File: src/rtl/shift_cmd_sequencer.sv
// Command FIFO plus sequencer that feeds an 8-bit two-stage registered barrel shifter,
// holds each operation until its result emerges, and returns tagged results over valid/ready.
module shift_cmd_sequencer #(
    parameter int DEPTH = 4,
    parameter int TAG_W = 4
) (
    input  logic             Clk,
    input  logic             rst_n,
    input  logic             in_valid,
    output logic             in_ready,
    input  logic [7:0]       in_x,
    input  logic [2:0]       in_shamt,
    input  logic             in_lr,
    input  logic             in_al,
    output logic [7:0]       sh_x,
    output logic [2:0]       sh_shamt,
    output logic             sh_lr,
    output logic             sh_al,
    input  logic [7:0]       sh_y,
    output logic             res_valid,
    input  logic             res_ready,
    output logic [7:0]       res_y,
    output logic [TAG_W-1:0] res_tag
);

    localparam int PTR_W = $clog2(DEPTH);
    localparam logic [PTR_W:0] FULL_CNT = (PTR_W + 1)'(DEPTH);

    typedef enum logic [1:0] {
        IDLE    = 2'd0,
        ISSUE1  = 2'd1,
        ISSUE2  = 2'd2,
        CAPTURE = 2'd3
    } state_t;

    typedef struct packed {
        logic [7:0]       x;
        logic [2:0]       shamt;
        logic             lr;
        logic             al;
        logic [TAG_W-1:0] tag;
    } cmd_t;

    state_t           state_q, state_d;
    cmd_t             fifo_mem [DEPTH];
    logic [PTR_W-1:0] wr_ptr_q, wr_ptr_d;
    logic [PTR_W-1:0] rd_ptr_q, rd_ptr_d;
    logic [PTR_W:0]   count_q, count_d;
    logic [TAG_W-1:0] tag_cnt_q, tag_cnt_d;
    cmd_t             cmd_q, cmd_d;
    logic             res_valid_q, res_valid_d;
    logic [7:0]       res_y_q, res_y_d;
    logic [TAG_W-1:0] res_tag_q, res_tag_d;

    logic push;
    logic pop;
    logic fifo_empty;
    logic slot_free;
    cmd_t push_entry;

    assign in_ready   = (count_q != FULL_CNT);
    assign push       = in_valid && in_ready;
    assign fifo_empty = (count_q == '0);
    assign slot_free  = !res_valid_q || res_ready;
    assign push_entry = {in_x, in_shamt, in_lr, in_al, tag_cnt_q};

    // Storage array carries no reset so it can map onto distributed RAM.
    always_ff @(posedge Clk) begin
        if (push) begin
            fifo_mem[wr_ptr_q] <= push_entry;
        end
    end

    always_comb begin
        wr_ptr_d  = wr_ptr_q;
        rd_ptr_d  = rd_ptr_q;
        count_d   = count_q;
        tag_cnt_d = tag_cnt_q;
        if (push) begin
            wr_ptr_d  = wr_ptr_q + PTR_W'(1);
            tag_cnt_d = tag_cnt_q + TAG_W'(1);
        end
        if (pop) begin
            rd_ptr_d = rd_ptr_q + PTR_W'(1);
        end
        case ({push, pop})
            2'b10:   count_d = count_q + (PTR_W + 1)'(1);
            2'b01:   count_d = count_q - (PTR_W + 1)'(1);
            default: count_d = count_q;
        endcase
    end

    always_comb begin
        state_d     = state_q;
        cmd_d       = cmd_q;
        pop         = 1'b0;
        res_valid_d = res_valid_q && !res_ready;
        res_y_d     = res_y_q;
        res_tag_d   = res_tag_q;
        case (state_q)
            IDLE: begin
                if (!fifo_empty) begin
                    pop     = 1'b1;
                    state_d = ISSUE1;
                end
            end
            ISSUE1: state_d = ISSUE2;
            ISSUE2: state_d = CAPTURE;
            CAPTURE: begin
                // Without a free slot the operands stay frozen so sh_y stays valid.
                if (slot_free) begin
                    res_valid_d = 1'b1;
                    res_y_d     = sh_y;
                    res_tag_d   = cmd_q.tag;
                    if (!fifo_empty) begin
                        pop     = 1'b1;
                        state_d = ISSUE1;
                    end else begin
                        state_d = IDLE;
                    end
                end
            end
            default: state_d = IDLE;
        endcase
        if (pop) begin
            cmd_d = fifo_mem[rd_ptr_q];
        end
    end

    always_ff @(posedge Clk) begin
        if (!rst_n) begin
            state_q     <= IDLE;
            wr_ptr_q    <= '0;
            rd_ptr_q    <= '0;
            count_q     <= '0;
            tag_cnt_q   <= '0;
            cmd_q       <= '0;
            res_valid_q <= 1'b0;
            res_y_q     <= '0;
            res_tag_q   <= '0;
        end else begin
            state_q     <= state_d;
            wr_ptr_q    <= wr_ptr_d;
            rd_ptr_q    <= rd_ptr_d;
            count_q     <= count_d;
            tag_cnt_q   <= tag_cnt_d;
            cmd_q       <= cmd_d;
            res_valid_q <= res_valid_d;
            res_y_q     <= res_y_d;
            res_tag_q   <= res_tag_d;
        end
    end

    assign sh_x      = cmd_q.x;
    assign sh_shamt  = cmd_q.shamt;
    assign sh_lr     = cmd_q.lr;
    assign sh_al     = cmd_q.al;
    assign res_valid = res_valid_q;
    assign res_y     = res_y_q;
    assign res_tag   = res_tag_q;

endmodule

File: config.mk
export PLATFORM = sky130hd
export DESIGN_NAME = shift_cmd_sequencer
export DESIGN_NICKNAME = d
export VERILOG_FILES = /design/src/rtl/shift_cmd_sequencer.sv
export SDC_FILE = /design/constraint.sdc
export NUM_CORES = 1
export LEC_CHECK = 0
export ABC_AREA = 1
export CELL_PAD_IN_SITES_DETAIL_PLACEMENT = 1
export CELL_PAD_IN_SITES_GLOBAL_PLACEMENT = 1
export CORE_ASPECT_RATIO = 2
export CORE_MARGIN = 3
export CORE_UTILIZATION = 46
export CTS_CLUSTER_SIZE = 10
export DETAILED_ROUTE_END_ITERATION = 12
export GPL_ROUTABILITY_DRIVEN = 0
export PLACE_DENSITY_LB_ADDON = 0.1
export SETUP_SLACK_MARGIN = 0.3
export SLEW_MARGIN = 30
export SYNTH_ARGS = -nofsm -noshare
export SYNTH_HDL_FRONTEND = slang
export SYNTH_SLANG_ARGS = --single-unit
export TNS_END_PERCENT = 20
File: constraint.sdc
create_clock -name Clk -period 6.9 [get_ports Clk]
set_clock_uncertainty 0.05 [all_clocks]
set_input_delay 1.38 -clock Clk [delete_from_list [all_inputs] [get_ports Clk]]
set_output_delay 1.38 -clock Clk [all_outputs]
set_load 0.05 [all_outputs]
==> summary.md, run 1 <==
• complete, no violations — result of the run
• 3.71 ns — CP Data Arrival Time
• 52 — number of I/O pins
• in -> reg — critical setup path kind
• 0.880 ns — actual transition at the worst max-transition pin
• 2.12 nW — total leakage power
• 36.3% — proportion of power drawn by combinational gates
• edfxtp_1 — largest area contributor in the synthesized netlist
• 17.5% — relative area change from synthesis to final layout
• 0 — Overflow after GRT
• 2.20 mW — Total Power Consumption
• 1.36 mW — Internal Power
• 0.838 mW — switching power summed over all nets
• 0 — final-report hold violation count
• 474 — Post-Synthesis Cells
• clkdlybuf4s50_1 — cell with the biggest individual delay on the critical path
• 63.1% — register area share after synthesis
• 509 — total nets after synthesis
• 42 — largest net degree at the start of global routing
• clkbuf_16 — Root Buffer Master
• 9 — clock buffers created by TritonCTS
• 24 — distinct cell type count of the synthesized netlist
• 0.34 ns — clock latency on the worst-skew pair
• 44.4% — Synth top area share
• 147 µm — Die Span Y
• 16.0 µm — wire length per cell after detailed routing
• 407 nW/µm² — Power Density
• 7.08 ns — data required time of the critical path
• 7080 µm — HPWL after DPL
• 111 — total clock sinks
• 2 — maximum root-to-sink buffer count
• 4 — Bufs and invs on worst path
• 0 — CTS hold repair buffers
• 3,465 — vias in the first global route
• 0.45 ns — Largest stage delay, worst path
• 16,900 µm — first-pass GRT wire length
• 19.6% — Total Routing Usage GR
• 3,246 — Vias
• 38.1% — switching fraction of total power
• 0 — post-route antenna net violation count
• buffers and inverters — family with the most delay on the worst path
• 4600 µm² — post-synthesis cell area
• 1,098 — fill cell total of the finished layout
• 5.03 — via density per instance
• 0 — Setup violations, final
• 0 — maxcap violations
• 0 ns — Total Negative Setup Slacks
• 0.07 ns — clock input transition at the sequential cells of the worst setup and hold paths
• 47.1% — Initial Utilization
• yes — clock tree from TritonCTS
• 0 — post-detailed-route DRC marker count
• 5.65% — share of final-layout standard cells stronger than drive strength 1
• flop — Worst Setup End Kind
• edfxtp_1 44%, dfxtp_1 19%, nor2_1 11% — cells taking the most area after synthesis
• res_ready — Crit. Startpoint
• input pin — critical path launch point type
• 0 — # resized after CTS
• 266 — count of routing violations after the opening detailed-route iteration
• 1350 µm² — total area of multi-input combinational cells
• 10,300 µm — wire length reported by the detailed router
• 36 — maximum fanout along the worst path
• 76.7 µm — width of the die
• 40.4% — part of the total power dissipated in sequential elements
• 0.230 mV — Peak supply drop
• 11,300 µm² — area of the die
• 543 — Final nets
• 51.2% — share of the clock period used by the worst path
• 9760 µm² — area of the placeable core
• 0 — pins over their slew limit
• 283 MHz — f_max
• 51 — FP Rows
• 2900 µm² — sequential cell area
• 0 — diode insertion count for antenna repair
• 9.71 µm² — average footprint of a synthesized cell
• false — setup repair after global routing missed its margin
• 51 — input/output buffers
• clkdlybuf4s50_1 > inv_1 > nand2_2 > nand2_4 > nand2_4 > nand3_4 > inv_1 > ha_1 > inv_1 > fa_1 > nand2_1 > nand3_1 > o21ai_0 > a21oi_1 — crit path cell chain
• 0 — number of antenna violations at the first check in global routing
• 0 — post-CTS setup buffer count
• 41.3% — worst relative slew slack
• inv_1 — cell type with the highest occurrence count on the critical path
• cmd_q[3]$_SDFFE_PN0P_ — worst min-delay path startpoint
• 3 — depth of the CTS H-tree
• 111 — flop and latch count out of synthesis
• 0 — yosys warns
• state_q[1]$_SDFFE_PN0P_ — Worst R2R Start
• reg -> reg — classification of the worst-slack hold path
• 23.3% — fraction of power consumed by the clock network
• 3.53 ns — post-layout min period
• 4 — number of iterations in the first detailed-routing pass
worst reg2reg max path: stages (launching register included):
cell	delay [ns]
dfxtp_1	0.37
inv_1	0.09
ha_1	0.30
inv_1	0.14
nand3_4	0.35
inv_1	0.18
ha_1	0.19
inv_1	0.09
fa_1	0.39
nand2_1	0.08
nand3_1	0.09
o21ai_0	0.16
a21oi_1	0.05
cell type report:
class	count	area share [%]
Clock buffer	12	4.56
Multi-Input combinational cell	289	25.1
Inverter	44	3.06
Sequential cell	111	53.7
Timing Repair Buffer	53	9.72
Tap cell	132	3.06
Clock inverter	4	0.834
sequential cells by signal, indices dropped and copies added (netlist names):
name and count:
res_valid 1, cmd_q 4, sh_x 8, tag_cnt_q 4, wr_ptr_q 2, count_q 3
sh_lr 1, rd_ptr_q 2, sh_shamt 3, res_tag 4, fifo_mem 68, state_q 2
sh_al 1, res_y 8
worst paths after layout:
kind | to | slack, ns | cells past startpoint
hold reg to reg | res_tag[3]$_SDFFE_PN0P_ | 0.43 | 2
setup reg to reg | count_q[2]$_SDFFE_PN0P_ | 4.26 | 12
hold / removal | res_tag[3]$_SDFFE_PN0P_ | 0.43 | 2
setup / recovery | count_q[2]$_SDFFE_PN0P_ | 3.37 | 14
cells by family after synthesis:
group,count (synthesis),synth area share [%]
and+or+nand+nor,208,18.1
DFF,111,63.1
buffers and inverters,74,8.13
AOI/OAI and AO/OA,71,7.78
adders and majority gates,10,2.88
layer usage:
| metal | wire (µm) | track usage (%) |
|---|---|---|
| met1 | 3730 | 19.3 |
| met2 | 5970 | 38.3 |
| met3 | 280 | 3.41 |
| met4 | 345 | 9.35 |
| met5 | 0 | 0 |
Yosys cell counts:
| cell type | count |
|---|---|
| buf_4 | 17 |
| o21ai_1 | 5 |
| buf_2 | 6 |
| nand2_1 | 62 |
| inv_2 | 2 |
| nand2_4 | 2 |
| dfxtp_1 | 43 |
| buf_6 | 3 |
| buf_1 | 2 |
| nor3_1 | 2 |
| edfxtp_1 | 68 |
| fa_1 | 1 |
| nor2_1 | 129 |
| o21ai_0 | 50 |
| inv_1 | 42 |
| clkbuf_2 | 2 |
| a21oi_1 | 15 |
| nand2_2 | 3 |
| nand4_1 | 1 |
| nand3_1 | 7 |
| nand3_4 | 1 |
| o211ai_1 | 1 |
| nor2_2 | 1 |
| ha_1 | 9 |
through the flow:
stage | worst slack, ns | area, µm² | std cells | utilization (%) | hold slack, ns
3_5_place_dp | 2.99 | 5090 | 629 | 52.2 | 0.417
3_3_place_gp | 3.14 | 5090 | 629 | 52.2 | 0.399
5_1_grt | 3.15 | 5400 | 645 | 55.4 | 0.457
4_1_cts | 3.33 | 5380 | 645 | 55.1 | 0.438
6_report | 3.37 | 5400 | 645 | 55.4 | 0.430
2_1_floorplan | 3.88 | 4600 | 474 | - | 0.380
power by group through the flow:
stage	Sequential, mW	Combinational (mW)	Clock [mW]
after floorplan	0.942	0.580	0
after global placement	0.897	0.772	0
after CTS	0.891	0.815	0.523
after detailed placement	0.904	0.806	0
final	0.888	0.799	0.513
after global routing	0.903	0.896	0.551
placed cells by master (no fill, tap or decap):
master / count
nor3_1: 2
o211ai_1: 1
inv_1: 42
a21oi_1: 15
clkbuf_1: 2
nand2_2: 3
inv_2: 2
buf_4: 2
nor2_4: 4
dfxtp_1: 43
o21ai_0: 50
nand2_1: 62
fa_1: 1
nor2_2: 1
nand3_1: 7
nand3_4: 1
clkbuf_16: 9
clkdlybuf4s50_1: 51
clkinv_2: 3
o21ai_1: 5
nor2_1: 125
ha_1: 9
nand2_4: 2
bufinv_16: 1
edfxtp_1: 68
clkbuf_8: 1
nand4_1: 1
Note: power is estimated with default switching activity, not from simulation.
==> run 2: changes to the inputs <==
Settings changed: CORE_UTILIZATION 46 to 43.
Clock period 6.9 ns to 3.3 ns, I/O delays scaled along.
==> summary.md, run 2 (synthesis gave the netlist of run 1 again) <==
• complete, no violations — result of the run
• 4 — number of iterations in the first detailed-routing pass, unchanged
• 0.557 ns — actual transition at the worst max-transition pin, -0.323 ns
• state_q[0]$_SDFFE_PN0P_ — Worst R2R Start
• 0 — diode insertion count for antenna repair, unchanged
• reg -> reg — classification of the worst-slack hold path
• flop — critical path launch point type
• 12 — Worst R2R Path Depth, unchanged
• 0 — Setup violations, final, unchanged
• 851 nW/µm² — Power Density, +110%
• 0.83 ns — Largest stage delay, worst path, +0.38 ns
• 1 — Bufs and invs on worst path, -3
• 0 — post-CTS setup buffer count, unchanged
• output pin — Worst Setup End Kind
• reg -> out — critical setup path kind
• 5130 µm² — instance area at placement, +0.76%
• nor2_1 — most frequent standard cell in the layout excluding fill and tap cells
• 0 — post-detailed-route DRC marker count, unchanged
• yes — clock tree from TritonCTS
• 1,216 — fill cell total of the finished layout, +11%
• 10,300 µm² — area of the placeable core, +5.3%
• 44.8% — Initial Utilization, -2.4 points
• 52 — FP Rows, +2.0%
• 0.510 mV — Peak supply drop, +120%
• 0 — pins over their slew limit, unchanged
• 232 — count of routing violations after the opening detailed-route iteration, -13%
• 0.34 ns — clock latency on the worst-skew pair, about the same
• 638 — Cell Count Post-Placement, +1.4%
• 654 — fin cells, +1.4%
• 408 MHz — f_max
• 6.36% — share of final-layout standard cells stronger than drive strength 1, +0.71 points
• 3,541 — vias in the first global route, +2.2%
• 51 — input/output buffers, unchanged
• false — setup repair after global routing missed its margin
• 0 — CTS hold repair buffers, unchanged
• 5430 µm² — final design instance area without fill, +0.51%
• 0 — post-route antenna net violation count, unchanged
• 0 ns — Total Negative Setup Slacks, unchanged
• 12,100 µm² — area of the die, +6.6%
• 0 — Overflow after GRT, unchanged
• 0.420 ns — hold slack final, -0.00997 ns
• 0 — # resized after CTS, unchanged
• count_q[0]$_SDFFE_PN0P_ — Crit. Startpoint
• 4 — maximum fanout along the worst path, -89%
• 7270 µm — HPWL after DPL, +2.8%
• 18.1% — relative area change from synthesis to final layout
• 1.74 ns — CP Data Arrival Time, -1.97 ns
• 68 — number of flip-flops under the largest register name, unchanged
• 129 x nor2_1, 68 x edfxtp_1, 62 x nand2_1 — top library cells by usage in the layout, fill and taps aside
• 79.1 µm — width of the die, +3.2%
• fifo_mem — Largest Register
• 0 — number of antenna violations at the first check in global routing, unchanged
• nor2_2 > nand2_1 > clkdlybuf4s50_1 — crit path cell chain
• 2 — maximum root-to-sink buffer count, unchanged
• clkbuf_16 — Root Buffer Master
• 549 — Final nets, +1.1%
• 74.3% — share of the clock period used by the worst path
• 0 — final-report hold violation count, unchanged
• clkdlybuf4s50_1 — cell with the biggest individual delay on the critical path
• 152 µm — Die Span Y, +3.3%
• 62.8% — worst relative slew slack, +22 points
• 3 — critical path depth, -11
• 52 — number of I/O pins, unchanged
• 19.4% — Total Routing Usage GR, -0.20 points
• cmd_q[1]$_SDFFE_PN0P_ — worst min-delay path startpoint
• 2.16 nW — total leakage power, +1.7%
• 16.7 µm — wire length per cell after detailed routing, +4.6%
• 10,900 µm — wire length reported by the detailed router, +6.1%
• buffers and inverters — family with the most delay on the worst path
• 5.02 — via density per instance, -0.16%
• 1.09 ns — register-to-register path setup slack, -3.17 ns
• 2.45 ns — post-layout min period
• 0 — maxcap violations, unchanged
• 9 — clock buffers created by TritonCTS, unchanged
• 0.07 ns — clock input transition at the sequential cells of the worst setup and hold paths, about the same
• 2.59 ns — data required time of the critical path, -4.49 ns
• 2 — Hold Path Stages, unchanged
• 42 — largest net degree at the start of global routing, unchanged
• 111 — total clock sinks, unchanged
• 3,286 — Vias, +1.2%
• 17,800 µm — first-pass GRT wire length, +5.4%
• 3 — depth of the CTS H-tree, unchanged
[run 2: changes by cell type in the layout (fill, tap and decap cells not counted), sizes merged]
| cell | previous run | this run |
|---|---|---|
| clkinv | 3 | 2 |
| clkbuf | 12 | 11 |
| inv | 44 | 47 |
| bufinv | 1 | 0 |
| buf | 2 | 8 |
[run 2: path summary, 6_finish.rpt]
kind	to
worst min register to register	res_tag[1]$_SDFFE_PN0P_
worst max register to register	count_q[2]$_SDFFE_PN0P_
worst max-delay path	in_ready
worst min-delay path	res_tag[1]$_SDFFE_PN0P_
[run 2: final cells by class]
| class | count | area (µm²) | share of cell area (%) |
|---|---|---|---|
| Sequential cell | 111 | 2900 | 53.4 |
| Multi-Input combinational cell | 289 | 1320 | 24.4 |
| Timing Repair Buffer | 59 | 571 | 10.5 |
| Clock buffer | 11 | 264 | 4.86 |
| Tap cell | 135 | 169 | 3.11 |
| Inverter | 44 | 165 | 3.04 |
| Clock inverter | 5 | 36.3 | 0.668 |
[run 2: per-stage QoR]
stage | setup slack (ns) | power [mW] | utilization, %
after CTS | 0.826 | 4.69 | 52.8
after global placement | 0.636 | 3.53 | 49.9
after detailed placement | 0.535 | 3.60 | 49.9
final | 0.849 | 4.62 | 52.8
after floorplan | 0.971 | 3.18 | -
after global routing | 0.744 | 4.94 | 52.8
[run 2: metal layers]
layer,wire [µm],global-route usage [%]
met5,0,0
met4,238,7.05
met3,261,3.08
met2,6320,37.7
met1,4130,20.0
[run 2: worst min-delay path: stages (launching register included)]
cell and delay [ns]:
dfxtp_1 0.30, inv_1 0.07, a21oi_1 0.06
[run 2: report_power, final]
part | total [mW] | switching, mW | internal [mW] | leakage, nW
combinational | 1.70 | 1.17 | 0.527 | 1.02
sequential | 1.85 | 0.115 | 1.73 | 0.980
clock | 1.08 | 0.498 | 0.584 | 0.152
==> run 3: changes to the inputs <==
Settings changed: CORE_UTILIZATION 43 to 39.
Clock period 3.3 ns to 2.1 ns, I/O delays scaled along.
==> summary.md, run 3 (synthesis gave the netlist of run 1 again) <==
• 2.30 nW — total leakage power, +6.5%
• 40.3% — Initial Utilization, -4.5 points
• 125 x nor2_1, 68 x edfxtp_1, 60 x nand2_1 — top library cells by usage in the layout, fill and taps aside
• 0 — maxcap violations, unchanged
• 0 — Overflow after GRT, unchanged
• true — setup repair after global routing missed its margin
• 7440 µm — HPWL after DPL, +2.3%
• 0 — final-report hold violation count, unchanged
• 1.63 ns — data required time of the critical path, -0.96 ns
• 2 — maximum root-to-sink buffer count, unchanged
• reg -> out — critical setup path kind
• 52 — number of I/O pins, unchanged
• 0.867 mV — Peak supply drop, +70%
• 22.8% — relative area change from synthesis to final layout
• complete, no violations — result of the run
• 7.51 mW — Total Power Consumption, +62%
• 0 — pins over their slew limit, unchanged
• 160 µm — Die Span Y, +4.8%
• 13,200 µm² — area of the die, +9.7%
• 3,292 — Vias, +0.18%
• 0 — Setup violations, final, unchanged
• nor2_1 — most frequent standard cell in the layout excluding fill and tap cells
• 121 — count of routing violations after the opening detailed-route iteration, -48%
• 0.574 ns — actual transition at the worst max-transition pin, +0.0170 ns
• 55 — FP Rows, +5.8%
• 4.91 — via density per instance, -2.2%
• 51 — input/output buffers, unchanged
• 2 — maximum fanout along the worst path, -2
• 0 — diode insertion count for antenna repair, unchanged
• 3 — depth of the CTS H-tree, unchanged
• 509 MHz — f_max
• reg -> reg — classification of the worst-slack hold path
• 4 — number of iterations in the first detailed-routing pass, unchanged
• 3,514 — vias in the first global route, -0.76%
• 5300 µm² — instance area at placement, +3.4%
• fifo_mem — Largest Register
• 111 — total clock sinks, unchanged
• 5650 µm² — final design instance area without fill, +4.0%
• 0.07 ns — clock input transition at the sequential cells of the worst setup and hold paths, about the same
• yes — clock tree from TritonCTS
• 37 — largest net degree at the start of global routing, -12%
• buffers and inverters — family with the most delay on the worst path
• clkbuf_16 — Root Buffer Master
• 82.8 µm — width of the die, +4.6%
• 1330 nW/µm² — Power Density, +56%
• 10,700 µm — wire length reported by the detailed router, -1.9%
• 17,500 µm — first-pass GRT wire length, -1.9%
• 61.7% — worst relative slew slack, -1.1 points
• 0 — post-detailed-route DRC marker count, unchanged
• 1 — Bufs and invs on worst path, unchanged
• output pin — Worst Setup End Kind
• 1.49 ns — CP Data Arrival Time, -0.25 ns
• 0 — CTS hold repair buffers, unchanged
• 11.7% — share of final-layout standard cells stronger than drive strength 1, +5.4 points
• 16.0 µm — wire length per cell after detailed routing, -4.3%
• 68 — number of flip-flops under the largest register name, unchanged
• 16.8% — Total Routing Usage GR, -2.5 points
• 558 — Final nets, +1.6%
• 0 — number of antenna violations at the first check in global routing, unchanged
• flop — critical path launch point type
• 0 — post-route antenna net violation count, unchanged
• clkdlybuf4s50_1 — crit path cell chain
• 9 — clock buffers created by TritonCTS, unchanged
• 93.5% — share of the clock period used by the worst path
• 1.96 ns — post-layout min period
• 11,400 µm² — area of the placeable core, +11%
• 0.81 ns — Largest stage delay, worst path, -0.02 ns
• clkdlybuf4s50_1 — cell with the biggest individual delay on the critical path
• 0.34 ns — clock latency on the worst-skew pair, about the same
-- run 3: repair_timing --
action,4_1_cts,5_1_grt
setup buffers,0,1
endpoints found under the setup margin,28,23
pin swaps,0,3
gates resized for setup,5,6
-- run 3: power breakdown --
part | leakage, nW | internal (mW) | total, mW | switching (mW)
logic | 1.15 | 0.927 | 2.83 | 1.90
registers | 0.981 | 2.72 | 2.91 | 0.190
clock network | 0.162 | 1.05 | 1.77 | 0.724
-- run 3: cell type report --
| cell class | count | area [µm²] |
|---|---|---|
| fillers | 1310 | 5770 |
| flip-flops and latches | 111 | 2910 |
| multi-input cells | 289 | 1400 |
| repair buffers | 68 | 674 |
| clock buffers | 15 | 320 |
| well taps | 142 | 178 |
| inverters | 44 | 168 |
| clock inverters | 1 | 5.00 |
-- run 3: path summary, 6_finish.rpt --
kind,cells past startpoint,to,slack [ns],start
worst max-delay path,1,sh_x[7],0.14,sh_x[7]$_SDFFE_PN0P_
worst min-delay path,2,res_tag[1]$_SDFFE_PN0P_,0.40,cmd_q[1]$_SDFFE_PN0P_
worst max register to register,13,count_q[2]$_SDFFE_PN0P_,0.26,state_q[1]$_SDFFE_PN0P_
worst min register to register,2,res_tag[1]$_SDFFE_PN0P_,0.40,cmd_q[1]$_SDFFE_PN0P_
-- run 3: per-layer routing --
layer | part of all wire, % | global-route usage, % | routed length (µm)
met1 | 38 | 16.9 | 4070
met2 | 57 | 32.7 | 6090
met3 | 1.9 | 2.69 | 201
met4 | 3.6 | 7.96 | 382
met5 | 0 | 0 | 0
-- run 3: stage by stage --
| step | hold slack [ns] | std cells | setup slack [ns] | setup TNS (ns) | utilization (%) |
|---|---|---|---|---|---|
| global route | 0.451 | 670 | 0.0802 | 0 | 49.5 |
| global placement | 0.398 | 653 | -0.177 | -0.251 | 46.4 |
| finish | 0.404 | 670 | 0.136 | 0 | 49.5 |
| CTS | 0.413 | 669 | 0.113 | 0 | 49.2 |
| floorplan | 0.380 | 474 | 0.129 | 0 | - |
| detailed placement | 0.405 | 653 | -0.224 | -0.342 | 46.4 |
